===== config.mk =====
export PLATFORM = sky130hd
export DESIGN_NAME = shift_unit_seq
export DESIGN_NICKNAME = d
export VERILOG_FILES = /design/src/rtl/shift_unit_seq.sv
export SDC_FILE = /design/constraint.sdc
export NUM_CORES = 1
export LEC_CHECK = 0
export ABC_AREA = 1
export BUFFER_PORTS_ARGS = -buffer_cell sky130_fd_sc_hd__buf_2
export CORE_UTILIZATION = 35
export DETAILED_ROUTE_END_ITERATION = 7
export GPL_ROUTABILITY_DRIVEN = 0
export GPL_TIMING_DRIVEN = 0
export PLACE_DENSITY_LB_ADDON = 0.3
export SETUP_SLACK_MARGIN = 0.4
export SYNTH_ARGS = -nofsm -noshare
export SYNTH_HDL_FRONTEND = slang
export SYNTH_SLANG_ARGS = --single-unit

===== constraint.sdc =====
create_clock -name clk -period 2.3 [get_ports clk]
set_input_delay 0.115 -clock clk [delete_from_list [all_inputs] [get_ports clk]]
set_output_delay 0.115 -clock clk [all_outputs]
set_load 0.005 [all_outputs]

===== src/rtl/shift_unit_seq.sv =====
// shift_unit_seq
// Sequential shifter for the datapath shift stage. When start is accepted in
// IDLE, the operand and a shift amount taken from one of NSRC packed sources
// are latched. The operand is then shifted one bit per clock until the amount
// is used up, after which a one-cycle done pulse is raised.
//
// Ports:
//   clk        - clock, all state changes on the rising edge
//   reset      - asynchronous active-high reset
//   start      - shift request, only looked at in IDLE
//   op         - 00 SLL, 01 SRL, 10 SRA, 11 ROL
//   sel        - index of the shift-amount source
//   shamt_src  - packed shift-amount sources, source i at [i*SHAMT_W +: SHAMT_W]
//   data_in    - operand
//   data_out   - result register
//   busy       - high while shifting
//   done       - one-cycle completion pulse
//   err        - one-cycle pulse when start arrives with an out-of-range sel
module shift_unit_seq #(
    parameter int DATA_W  = 32,
    parameter int SHAMT_W = 5,
    parameter int NSRC    = 3,
    localparam int SEL_W  = $clog2(NSRC)
) (
    input  logic                     clk,
    input  logic                     reset,
    input  logic                     start,
    input  logic [1:0]               op,
    input  logic [SEL_W-1:0]         sel,
    input  logic [NSRC*SHAMT_W-1:0]  shamt_src,
    input  logic [DATA_W-1:0]        data_in,
    output logic [DATA_W-1:0]        data_out,
    output logic                     busy,
    output logic                     done,
    output logic                     err
);

    typedef enum logic [1:0] {
        IDLE  = 2'd0,
        SHIFT = 2'd1,
        DONE  = 2'd2
    } state_t;

    state_t               state_q, state_d;
    logic [DATA_W-1:0]    data_q, data_d;
    logic [SHAMT_W-1:0]   cnt_q, cnt_d;
    logic [1:0]           op_q, op_d;
    logic                 busy_q, busy_d;
    logic                 done_q, done_d;
    logic                 err_q, err_d;

    logic                 sel_ok;
    logic [SHAMT_W-1:0]   sel_amt;
    logic [DATA_W-1:0]    shifted;

    // Source selection. Indices outside 0..NSRC-1 select nothing, so the
    // mux never indexes past the packed source vector.
    always_comb begin
        sel_amt = '0;
        sel_ok  = (int'(sel) < NSRC);
        for (int i = 0; i < NSRC; i++) begin
            if (int'(sel) == i) begin
                sel_amt = shamt_src[i*SHAMT_W +: SHAMT_W];
            end
        end
    end

    // One-bit step of the latched operation applied to the result register.
    always_comb begin
        shifted = data_q;
        case (op_q)
            2'b00:   shifted = {data_q[DATA_W-2:0], 1'b0};
            2'b01:   shifted = {1'b0, data_q[DATA_W-1:1]};
            2'b10:   shifted = {data_q[DATA_W-1], data_q[DATA_W-1:1]};
            default: shifted = {data_q[DATA_W-2:0], data_q[DATA_W-1]};
        endcase
    end

    // Next-state logic. busy and done are derived from the next state so that
    // they are registered alongside it and track the state exactly.
    always_comb begin
        state_d = state_q;
        data_d  = data_q;
        cnt_d   = cnt_q;
        op_d    = op_q;
        err_d   = 1'b0;
        case (state_q)
            IDLE: begin
                if (start) begin
                    if (sel_ok) begin
                        data_d  = data_in;
                        op_d    = op;
                        cnt_d   = sel_amt;
                        state_d = (sel_amt == '0) ? DONE : SHIFT;
                    end else begin
                        err_d = 1'b1;
                    end
                end
            end
            SHIFT: begin
                data_d = shifted;
                cnt_d  = cnt_q - SHAMT_W'(1);
                if (cnt_q == SHAMT_W'(1)) begin
                    state_d = DONE;
                end
            end
            DONE: begin
                state_d = IDLE;
            end
            default: begin
                state_d = IDLE;
            end
        endcase
        busy_d = (state_d == SHIFT);
        done_d = (state_d == DONE);
    end

    // State and output registers; reset clears everything without an edge.
    always_ff @(posedge clk or posedge reset) begin
        if (reset) begin
            state_q <= IDLE;
            data_q  <= '0;
            cnt_q   <= '0;
            op_q    <= '0;
            busy_q  <= 1'b0;
            done_q  <= 1'b0;
            err_q   <= 1'b0;
        end else begin
            state_q <= state_d;
            data_q  <= data_d;
            cnt_q   <= cnt_d;
            op_q    <= op_d;
            busy_q  <= busy_d;
            done_q  <= done_d;
            err_q   <= err_d;
        end
    end

    assign data_out = data_q;
    assign busy     = busy_q;
    assign done     = done_q;
    assign err      = err_q;

endmodule


# Word level (Yosys, flattened, before mapping)
# Cells that the tools add are included.
# word_totals
register_bits,44
latch_bits,0
mem_bits_rw,0
mem_bits_ro,0
output_inout_bits,35
word_cells,47
mem_count,0
# op_classes
addsub,1
mul,0
div_mod_pow,0
n_lt_le_gt_ge,1
eq_ne,11
n_shift,0
n_mux,18
bitwise_logic,0
reduce_logical,8
# op_table
op,count
one-hot mux 32 bit (3 select lines),1
two-way mux 32 bit,2
one-hot mux 32 bit (2 select lines),1
two-way mux 5 bit,5
one-hot mux 5 bit (2 select lines),1
"equality test 2 bit, second input constant",4
two-way mux 2 bit,4
"equality test 2 x 1 -> 1 bit, second input constant",3
logical NOT 2 bit,3
"!= test 2 bit, second input constant",3
AND reduction 3 bit,2
"equality test 5 x 1 -> 1 bit, second input constant",1
logical NOT 5 bit,1
"subtractor 5 x 1 -> 5 bit, second input constant",1
one-hot mux 2 bit (2 select lines),1
AND reduction 4 bit,1
two-way mux 1 bit,3
"< comparator 2 bit, second input constant",1
nonzero test 2 bit,1

# Longest topological paths before layout
# logic_depth
ltp_word,10
mapped_depth,8
depth_no_buf,7

# Least setup slack after synthesis
# No wires, ideal clock.
# synth_path
kind,register to register
from,register op_q[1]
to,"register data_q[11], in the netlist data_out[11]"
arrival_time_ns,1.070
required_time_ns,2.175
path_slack_ns,1.104
stages_incl_launch_ff,7
n_path_buf,2
period_less_slack_ns,1.196
path_cell_list,dfrtp_1 nor2_1 nor2_2 buf_6 buf_6 o211ai_1 a21oi_2
# synth_between
elab_chain_len,3
elab_cells_between_ends,5
cone_classes,eq/ne: 2; mux: 2; reduce/logical: 1
# synth_lines
item,line_no,text
"start, declared",47,"logic [1:0] op_q, op_d;"
"start signal, assigned",132,op_q <= op_d;
equality test 2 bit (tied with other cells),71,case (op_q)
one-hot mux 32 bit (3 select lines) (*),71,
one-hot mux 32 bit (2 select lines) (*),87,case (state_q)
"end signal, assigned",130,data_q <= data_d;
"end, declared",45,"logic [DATA_W-1:0] data_q, data_d;"
# Mark *: on every way between the ends. The rest lies on a longest branch, timed or not.
# A chain may end at the register's enable or synchronous reset.

# Worst setup path after layout
# layout_path
from,register state_q[0]
to,"register data_q[19], in the netlist data_out[19]"
# layout_between
elab_chain_len,3
elab_cells_between_ends,7
cone_classes,eq/ne: 3; mux: 1; reduce/logical: 3
# layout_lines
item,line_no,text
"start, declared",44,"state_t state_q, state_d;"
"start signal, assigned",129,state_q <= state_d;
equality test 2 x 1 -> 1 bit / logical NOT 2 bit (equally long branches),87,
nonzero test 2 bit (no source line) / != test 2 bit (equally long branches),-,
AND reduction 3 bit (no source line),-,
# Several ways; a longest one is shown, not always the timed one.

==> implementation parameters <==
Parameter                              Value

Outcome
  Result of the run ... finished clean

Power
  Peak VDD IR ... 0.4317 mV
  Total power after layout ... 5.264 mW
  Standby leakage power ... 1.633 nW
  Cell area power density ... 1593 nW/µm²

Timing
  Hold violation count in the final report ... 0
  Setup Total Neg Slack ... 0 ns
  Final clock period utilization by the worst path ... 62.31%
  Highest clock rate ... 697.7 MHz
  Clock period minus final worst setup slack ... 1.433 ns
  Final Max Slew Viols ... 0
  RSZ-0062 raised after global routing ... false
  Slew of the pin with the lowest slew margin ... 0.3840 ns
  Fin Clk Skew ... 0.004243 ns
  Max transition margin ... 74.40%
  Final setup viols ... 0

Place
  Cell total after placement ... 519
  HPWL after detailed placement ... 5344 µm
  Placement-stage cell area ... 3204 µm²
  I/O Buffers ... 86

Clock tree
  Number of setup buffers added after CTS ... 0
  TritonCTS Sinks ... 44
  Worst-Skew Late Latency ... 0.30 ns
  CTS tree ... built
  Total of cells resized after clock tree synthesis ... 0
  Longest Clk Path Bufs ... 2
  Number of H-tree levels ... 2
  Clock root buffer master ... sky130_fd_sc_hd__clkbuf_8
  Clock transition at the registers of the reported paths ... 0.08 ns
  Total clock buffers created by CTS ... 5

Synthesis
  Gate Count Post-Synth ... 333
  Share of the synthesized netlist area taken by xor and xnor gates ... 0.6660%
  Dominant register cell in the synthesized netlist ... sky130_fd_sc_hd__dfrtp_1
  Count of flip-flops with a built-in enable after synthesis ... 0
  Total of warnings raised by yosys ... 0
  Basic-gate share of the synthesized area counting and, or, nand and nor cells ... 18.41%
  Net count of the mapped netlist ... 389
  Combinational family with the most area after synthesis ... compound AO/OA/AOI/OAI gates
  Post-synthesis instance area ... 2630 µm²
  Share of async-settable or async-resettable flops after synthesis ... 100.0%
  Complex-gate fraction of the synthesized area ... 27.64%
  Largest area contributor in the netlist ... sky130_fd_sc_hd__dfrtp_1
  Number of storage elements in the synthesis netlist ... 44
  Fraction of synthesized area in multiplexers ... 0%
  Post-Synth Adder-Cell Area ... 0.9515%
  Cell types with the largest area share after synthesis ... sky130_fd_sc_hd__dfrtp_1, sky130_fd_sc_hd__o21ai_0, sky130_fd_sc_hd__nand2_1, sky130_fd_sc_hd__nor2_1, sky130_fd_sc_hd__a21oi_1
  Seq/Total Area, Yosys ... 41.86%
  Share of the synthesized area in the top cell type ... 41.86%
  Post-synthesis average cell area ... 7.898 µm²
  Distinct cell type count after synthesis ... 30

Floorplanning
  Die Wd ... 88.69 µm
  Number of placement rows ... 31
  Placeable core region ... 7253 µm²
  Initial cell density of the core ... 36.26%
  Area of the die ... 7865 µm²
  Total I/O pin count ... 89
  Height of the die ... 88.69 µm

Layout
  Seq. cell area ... 1101 µm²
  Non-filler cells, final ... 528
  Area overhead of the layout relative to synthesis ... 25.64%
  Proportion of layout cells with a drive suffix above 1 ... 34.03%
  # fillers ... 759
  Top library cells by usage in the layout, fill and taps aside ... sky130_fd_sc_hd__buf_2, sky130_fd_sc_hd__o21ai_0, sky130_fd_sc_hd__dfrtp_1, sky130_fd_sc_hd__nand2_1, sky130_fd_sc_hd__nor2_1
  Most frequent standard cell in the layout excluding fill and tap cells ... sky130_fd_sc_hd__buf_2
  Combined area of the multi-input logic cells ... 1254 µm²
  Number of diodes added for antenna fixing ... 0
  Fin area ... 3304 µm²
  Total number of nets in the final design ... 484

Global route
  Maximum number of pins on one net before global-route repair ... 34
  Wire length of the first global-routing pass ... 11,700 µm
  Overall global routing resource usage ... 19.22%
  Via count of the first global-routing pass ... 2,582
  Initial antenna violation count ... 0
  Total congestion overflow after global routing ... 0

Routing
  Overall routed net length ... 7168 µm
  First-pass detailed-route iteration total ... 4
  Average vias per placed instance ... 5.070
  Routed WL per cell ... 13.58 µm
  Post-detailed-route count of antenna-violating nets ... 0
  Drt first-iter violations ... 149
  DRC violation count after routing ... 0
  Routed via count ... 2,677

Worst setup path
  CP endpoint kind ... register
  Worst Path Arrival ... 1.66 ns
  FF-to-FF setup slack ... 0.87 ns
  Category of the most critical setup path ... reg -> reg
  Worst path required time ... 2.52 ns
  Type of element launching the critical path ... register
  Max FO, Critical Path ... 10

Min path
  Class of the tightest hold or removal check ... in -> reg

Flow run
  Maximum capacitance violations ... 0
## cells by family after synthesis
group / Yosys count
buffers and inverters: 54
AND/OR/NAND/NOR: 114
XOR/XNOR: 2
AO/OA/AOI/OAI: 117
flip-flops: 44
adder cells (fa/ha/maj): 2
## cell usage after synthesis, types with 2 or more instances
cell type / instances
sky130_fd_sc_hd__xor2_1: 2
sky130_fd_sc_hd__o211ai_1: 14
sky130_fd_sc_hd__buf_6: 7
sky130_fd_sc_hd__buf_2: 11
sky130_fd_sc_hd__nand3_1: 22
sky130_fd_sc_hd__nand2_2: 3
sky130_fd_sc_hd__inv_1: 28
sky130_fd_sc_hd__nand4_1: 2
sky130_fd_sc_hd__o22ai_2: 2
sky130_fd_sc_hd__inv_2: 4
sky130_fd_sc_hd__nand2_1: 43
sky130_fd_sc_hd__o21ai_0: 44
sky130_fd_sc_hd__o22ai_1: 2
sky130_fd_sc_hd__dfrtp_1: 44
sky130_fd_sc_hd__clkbuf_2: 2
sky130_fd_sc_hd__o21ai_1: 4
sky130_fd_sc_hd__a21oi_1: 30
sky130_fd_sc_hd__nor2_1: 41
sky130_fd_sc_hd__ha_1: 2
sky130_fd_sc_hd__a21oi_2: 16
## sequential cells by signal, summed over array words and instances, names as in the netlist
register,cells
state_q,2
cnt_q,5
err,1
done,1
busy,1
op_q,2
data_out,32
## what timing repair did
action	4_1_cts	5_1_grt
endpoints found under the hold margin	11	0
hold buffers	1	0
endpoints found under the setup margin	0	0
## critical path, stage by stage (launching register included)
cell	delay [ns]
sky130_fd_sc_hd__dfrtp_1	0.40
sky130_fd_sc_hd__inv_2	0.09
sky130_fd_sc_hd__nor2_4	0.06
sky130_fd_sc_hd__inv_2	0.11
sky130_fd_sc_hd__clkbuf_1	0.33
sky130_fd_sc_hd__o21ai_0	0.18
sky130_fd_sc_hd__a21oi_1	0.19
## per-layer routing
metal,up-vias,track usage (%),wire length (µm)
li1,1312,-,-
met1,1253,22.97,3099
met2,100,34.34,3506
met3,12,4.104,472
met4,0,6.158,89
met5,-,0,0
## worst paths after layout
kind | to | cells past startpoint | start
worst max-delay path | data_out[19] | 6 | state_q[0]
worst min-delay path | op_q[0] | 3 | op[0]
worst max register to register | data_out[19] | 6 | state_q[0]
worst min register to register | cnt_q[0] | 1 | cnt_q[0]
max in group asynchronous | data_out[1] | 4 | reset
min in group asynchronous | err | 3 | reset
## stage by stage
step	hold slack, ns	util (%)	setup WS, ns
CTS	0.01574	45.56	0.8279
global route	0.04774	45.56	0.7289
detailed placement	0.07916	44.18	0.8529
floorplan	0.2246	-	1.104
finish	0.02423	45.56	0.8668
global placement	0.3122	43.90	0.4744
## area by class of cell
class                   instances  area share (%)
clock buffers                   8           2.726
repair buffers                 88           13.93
well taps                      99           3.749
plain buffers                  22           4.695
inverters                      32           3.635
multi-input cells             235           37.94
flip-flops and latches         44           33.32
## report_power, final
group / switching, mW / internal [mW]
registers: 0.339 / 1.20
logic: 1.89 / 1.33
clock network: 0.264 / 0.246
Note: power is estimated with default switching activity, not from simulation.
